### config.mk
export PLATFORM = sky130hd
export DESIGN_NAME = sm83_irq_resp_flat
export DESIGN_NICKNAME = d
export VERILOG_FILES = /design/src/rtl/sm83_irq_resp_if.sv /design/src/rtl/sm83_irq_resp.sv /design/src/flat_wrapper.sv
export SDC_FILE = /design/constraint.sdc
export NUM_CORES = 1
export LEC_CHECK = 0
export CAP_MARGIN = 0
export CORE_UTILIZATION = 38
export DETAILED_ROUTE_END_ITERATION = 8
export PLACE_DENSITY_LB_ADDON = 0.12
export SLEW_MARGIN = 40
export SYNTH_ARGS = -nofsm -noshare
export SYNTH_HDL_FRONTEND = slang
export SYNTH_SLANG_ARGS = --single-unit
export TNS_END_PERCENT = 50
### constraint.sdc
create_clock -name clk -period 4.7 [get_ports clk]
set_input_delay 1.175 -clock clk [delete_from_list [all_inputs] [get_ports clk]]
set_output_delay 1.175 -clock clk [all_outputs]
set_load 0.005 [all_outputs]
### src/rtl/sm83_irq_resp_if.sv
// Core-side bus, peripheral request and clock-gating signals seen by the SM83 interrupt responder.
interface sm83_irq_resp_if #(
    parameter int NUM_SRC = 5
);
    logic [15:0]        adr;
    logic [7:0]         din;
    logic [7:0]         dout;
    logic               dout_oe;
    logic               rd;
    logic               wr;
    logic [NUM_SRC-1:0] src_req;
    logic [7:0]         irq;
    logic [7:0]         iack;
    logic               clk_ena;
    logic               clk_stable;

    modport master (
        output adr, din, rd, wr, src_req, iack, clk_ena,
        input  dout, dout_oe, irq, clk_stable
    );

    modport slave (
        input  adr, din, rd, wr, src_req, iack, clk_ena,
        output dout, dout_oe, irq, clk_stable
    );
endinterface

### src/rtl/sm83_irq_resp.sv
// SM83 interrupt-flag register with request edge capture, iack clearing,
// and oscillator-restart timing after the core drops clk_ena.
module sm83_irq_bit (
    input  logic clk,
    input  logic areset,
    input  logic req,
    input  logic wr_hit,
    input  logic wdat,
    input  logic ack,
    output logic flag
);
    logic req_q;

    // A rising request beats a same-cycle write or acknowledge.
    always_ff @(posedge clk or posedge areset) begin
        if (areset) begin
            req_q <= 1'b0;
            flag  <= 1'b0;
        end else begin
            req_q <= req;
            if (req && !req_q)
                flag <= 1'b1;
            else if (wr_hit)
                flag <= wdat;
            else if (ack)
                flag <= 1'b0;
        end
    end
endmodule

module sm83_irq_resp #(
    parameter int          NUM_SRC       = 5,
    parameter logic [15:0] IF_ADR        = 16'hFF0F,
    parameter int          STABLE_CYCLES = 16
) (
    input  logic           clk,
    input  logic           areset,
    sm83_irq_resp_if.slave bus
);
    localparam int CNT_W = $clog2(STABLE_CYCLES + 1);
    localparam logic [CNT_W-1:0] CNT_LAST = CNT_W'(STABLE_CYCLES - 1);

    typedef enum logic [1:0] {IDLE, COUNT, STABLE} state_t;

    logic               hit;
    logic               wr_hit;
    logic [NUM_SRC-1:0] if_q;
    logic [7:0]         irq_v;
    logic [7:0]         rd_v;

    assign hit    = (bus.adr == IF_ADR);
    assign wr_hit = bus.wr && hit;

    for (genvar i = 0; i < NUM_SRC; i++) begin : g_bit
        sm83_irq_bit u_bit (
            .clk    (clk),
            .areset (areset),
            .req    (bus.src_req[i]),
            .wr_hit (wr_hit),
            .wdat   (bus.din[i]),
            .ack    (bus.iack[i]),
            .flag   (if_q[i])
        );
    end

    // Unimplemented IF bits read as 1 and never raise irq.
    always_comb begin
        irq_v                = '0;
        irq_v[NUM_SRC-1:0]   = if_q;
        rd_v                 = '1;
        rd_v[NUM_SRC-1:0]    = if_q;
    end

    assign bus.irq     = irq_v;
    assign bus.dout_oe = bus.rd && hit;
    assign bus.dout    = (bus.rd && hit) ? rd_v : 8'hFF;

    state_t           st;
    logic [CNT_W-1:0] cnt;
    logic             ena_q;
    logic             stable_q;
    logic             ena_fall;

    assign ena_fall       = ena_q && !bus.clk_ena;
    assign bus.clk_stable = stable_q;

    // Reaching the terminal count completes the pulse even if the core wakes on that edge;
    // a fresh clk_ena fall seen during the pulse restarts the count right behind it.
    always_ff @(posedge clk or posedge areset) begin
        if (areset) begin
            st       <= IDLE;
            cnt      <= '0;
            ena_q    <= 1'b1;
            stable_q <= 1'b0;
        end else begin
            ena_q    <= bus.clk_ena;
            stable_q <= 1'b0;
            case (st)
                IDLE: begin
                    if (ena_fall) begin
                        st  <= COUNT;
                        cnt <= '0;
                    end
                end
                COUNT: begin
                    if (cnt == CNT_LAST) begin
                        st       <= STABLE;
                        stable_q <= 1'b1;
                    end else if (bus.clk_ena) begin
                        st <= IDLE;
                    end else begin
                        cnt <= cnt + CNT_W'(1);
                    end
                end
                STABLE: begin
                    if (ena_fall) begin
                        st  <= COUNT;
                        cnt <= '0;
                    end else begin
                        st <= IDLE;
                    end
                end
                default: st <= IDLE;
            endcase
        end
    end
endmodule

### src/flat_wrapper.sv
// flat-port wrapper written by rule: the top's interface ports become plain ports
module sm83_irq_resp_flat 
#(
    parameter int          NUM_SRC       = 5,
    parameter logic [15:0] IF_ADR        = 16'hFF0F,
    parameter int          STABLE_CYCLES = 16
)
  (clk, areset, bus_adr, bus_din, bus_rd, bus_wr, bus_src_req, bus_iack, bus_clk_ena, bus_dout, bus_dout_oe, bus_irq, bus_clk_stable);
  sm83_irq_resp_if #(.NUM_SRC(NUM_SRC)) bus_i ();
  input  logic clk;
  input  logic areset;
  input wire logic [$bits(bus_i.adr)-1:0] bus_adr;
  input wire logic [$bits(bus_i.din)-1:0] bus_din;
  input wire logic [$bits(bus_i.rd)-1:0] bus_rd;
  input wire logic [$bits(bus_i.wr)-1:0] bus_wr;
  input wire logic [$bits(bus_i.src_req)-1:0] bus_src_req;
  input wire logic [$bits(bus_i.iack)-1:0] bus_iack;
  input wire logic [$bits(bus_i.clk_ena)-1:0] bus_clk_ena;
  output wire logic [$bits(bus_i.dout)-1:0] bus_dout;
  output wire logic [$bits(bus_i.dout_oe)-1:0] bus_dout_oe;
  output wire logic [$bits(bus_i.irq)-1:0] bus_irq;
  output wire logic [$bits(bus_i.clk_stable)-1:0] bus_clk_stable;
  assign bus_i.adr = bus_adr;
  assign bus_i.din = bus_din;
  assign bus_i.rd = bus_rd;
  assign bus_i.wr = bus_wr;
  assign bus_i.src_req = bus_src_req;
  assign bus_i.iack = bus_iack;
  assign bus_i.clk_ena = bus_clk_ena;
  assign bus_dout = bus_i.dout;
  assign bus_dout_oe = bus_i.dout_oe;
  assign bus_irq = bus_i.irq;
  assign bus_clk_stable = bus_i.clk_stable;
  sm83_irq_resp #(.NUM_SRC(NUM_SRC), .IF_ADR(IF_ADR), .STABLE_CYCLES(STABLE_CYCLES)) u_core (.clk(clk), .areset(areset), .bus(bus_i));
endmodule
==> results.ini <==
[clock_network]
clk_latency_ns = 0.30
cts.sinks = 19
cts-root-buf = clkbuf_4
hold_buffers = 0
h-tree-depth = 1
path_clk_slew_ns = 0.11
cts_buffers = 3
cts_tree = built
post-cts-setup-buffers = 0
clockBufferDepth = 2
cts.repair.resized = 0

[setup_path]
worst_path_most_repeated_cell = clkdlybuf4s50_1
crit_path_start_kind = input port
crit_family = simple AND/OR/NAND/NOR gates
path_class = in -> out
worstPathRequired_ns = 3.52
crit_slowest_cell = or4b_4
crit_path_max_incr_delay_ns = 0.55
crit_path_cell_trace = clkdlybuf4s50_1 > or4b_4 > nor4_4 > nand2_2 > or2_1 > clkdlybuf4s50_1
crit_path_end_kind = primary output
cp_max_fo = 6
cp_data_arrival_time_ns = 3.15
cp_num_buf_inv = 2

[status]
status = complete, no violations

[floorplan]
num_io_pins = 60
initial_core_util_pct = 41.6
fp-row-count = 17
dieArea_sq_um = 2690
die_y_um = 51.9
core-area_sq_um = 2280
fp.dieW_um = 51.9

[power]
ir_drop_mv = 0.192
p_leak_nw = 0.624
cellPowerDensity_nw_per_um2 = 240
finalPower_mw = 0.341

[logic_synthesis]
synthDistinctLibCells = 27
synthCells = 90
ys_warn_count = 0
synth.top_cell.area_share_pct = 47.6
ys_seq_area_share_pct = 50.4
ys_top_cells_by_area = dfrtp_1 48%, buf_4 8.7%, a32oi_1 4.6%
syn_area_sq_um = 946
syn_area_per_cell_sq_um = 10.5
synth_ff_type = dfrtp_1
synth_edf_count = 0
synth-seq-cells = 19
synth_largest_area_cell = dfrtp_1
async_reset_ff_share_pct = 100

[placed_design]
gp_congestion = 0.791
dp_hpwl_um = 1650
io_buffers = 47

[global_route]
gr-usage-all-layers_pct = 16.7
overflow = 0
grt_pass1_wl_um = 3170
grt_antenna_before_repair = 0
grt_pass1_vias = 737
grt_max_degree = 20

[detailed_routing]
drt_iter0_markers = 4
avgRoutedWirePerCell_um = 12.7
vias = 781
viasPerCell = 4.79
firstDrtPassIters = 4
detail-route-antenna-nets = 0
drcViolationCount = 0
drt-total-wl_um = 2070

[cells_and_area]
layout_commonest_cell = clkdlybuf4s50_1
antennaDiodeCount = 0
final_cell_mix = 47 x clkdlybuf4s50_1, 18 x dfrtp_1, 8 x inv_1
num-fill-cells = 203
drive_gt1_share_pct = 5.93
fin_nets = 180
area_growth_pct = 49.9

[sta]
finClkSkew_ns = 0.00274
period_needed_ns = 4.33
final_max_slew_viol_count = 0
tns_ns = 0
finalCritPeriodShare_pct = 92.0
finalSetupViolCount = 0
tightest_slew_ns = 0.830
fmax_ghz = 0.231
hold_viol_final = 0
rsz0062_at_grt = no
timing.slew.headroom_pct = 43.9

[job]
maxCapViolCount = 0

[worst_hold_path]
min_path_type = reg -> reg

==> stage by stage <==
step	instance area, sq um	worst slack (ns)	util [%]	cells	hold slack [ns]
2_1_floorplan	961	1.21	-	94	0.468
5_1_grt	1420	0.270	62.3	163	0.547
3_5_place_dp	1390	0.371	61.1	159	0.497
3_3_place_gp	1390	0.378	61.1	159	0.488
6_report	1420	0.374	62.3	163	0.506
4_1_cts	1420	0.362	62.3	163	0.512
==> area by class of cell <==
cell class	count	area, sq um	share of cell area [%]
clock buffers	4	26.3	1.85
flip-flops and latches	19	477	33.6
inverters	9	33.8	2.38
well taps	28	35.0	2.47
repair buffers	48	478	33.7
multi-input cells	55	368	25.9
==> path summary, 6_finish.rpt <==
check                              start  depth (start not counted)  slack, ns                    end
max                           bus_adr[7]                          6       0.37            bus_dout[2]
min                        u_core.cnt[0]                          1       0.51          u_core.cnt[0]
max reg2reg                u_core.cnt[0]                          7       2.36          u_core.cnt[3]
min reg2reg                u_core.cnt[0]                          1       0.51          u_core.cnt[0]
max in group asynchronous         areset                          2       3.16           u_core.ena_q
min in group asynchronous         areset                          2       1.18  u_core.bus.clk_stable
==> synthesized netlist by cell type (2+ instances only) <==
cell      count
a32oi_1       5
and3b_1       2
buf_4        11
conb_1        2
dfrtp_1      18
ha_1          2
inv_1         9
nand2_1       3
nand2b_1      5
nand4_1       3
nor2_1        5
o21ai_1       5
or2_1         5
xor2_1        2
==> metal layers <==
metal	part of all wire [%]	vias up	track usage (%)	routed length (um)
met5	0	-	0	0
met4	2.1	0	9.46	44
met3	10	5	2.92	211
met2	43	42	28.4	897
met1	44	351	19.4	917
li1	-	383	-	-
==> power by group <==
part | internal [mW] | switching [mW] | leakage, nW | total [mW]
clock | 0.0331 | 0.0515 | 0.0150 | 0.0847
sequential | 0.179 | 0.0108 | 0.237 | 0.189
combinational | 0.0432 | 0.0236 | 0.372 | 0.0667
total | 0.255 | 0.0858 | 0.624 | 0.341
==> logic make-up (layout without fill, tap and decap cells) <==
group           count (synthesis)  after routing  synth area share (%)
other cells                     2              6                 0.794
compound gates                 13             13                  8.99
fa+ha+maj                       2              2                  2.65
flops                          19             19                  50.4
simple gates                   31             31                  22.0
mux                             1              1                  1.06
buf+inv                        20             61                  12.3
xor+xnor                        2              2                  1.85
==> state kept, by name, indices dropped and copies added (netlist names) <==
signal / count
u_core.g_bit.u_bit.req_q: 5
u_core.bus.clk_stable: 1
u_core.st: 2
u_core.ena_q: 1
u_core.g_bit.u_bit.flag: 5
u_core.cnt: 5
Power figures use the tool's default switching activity.
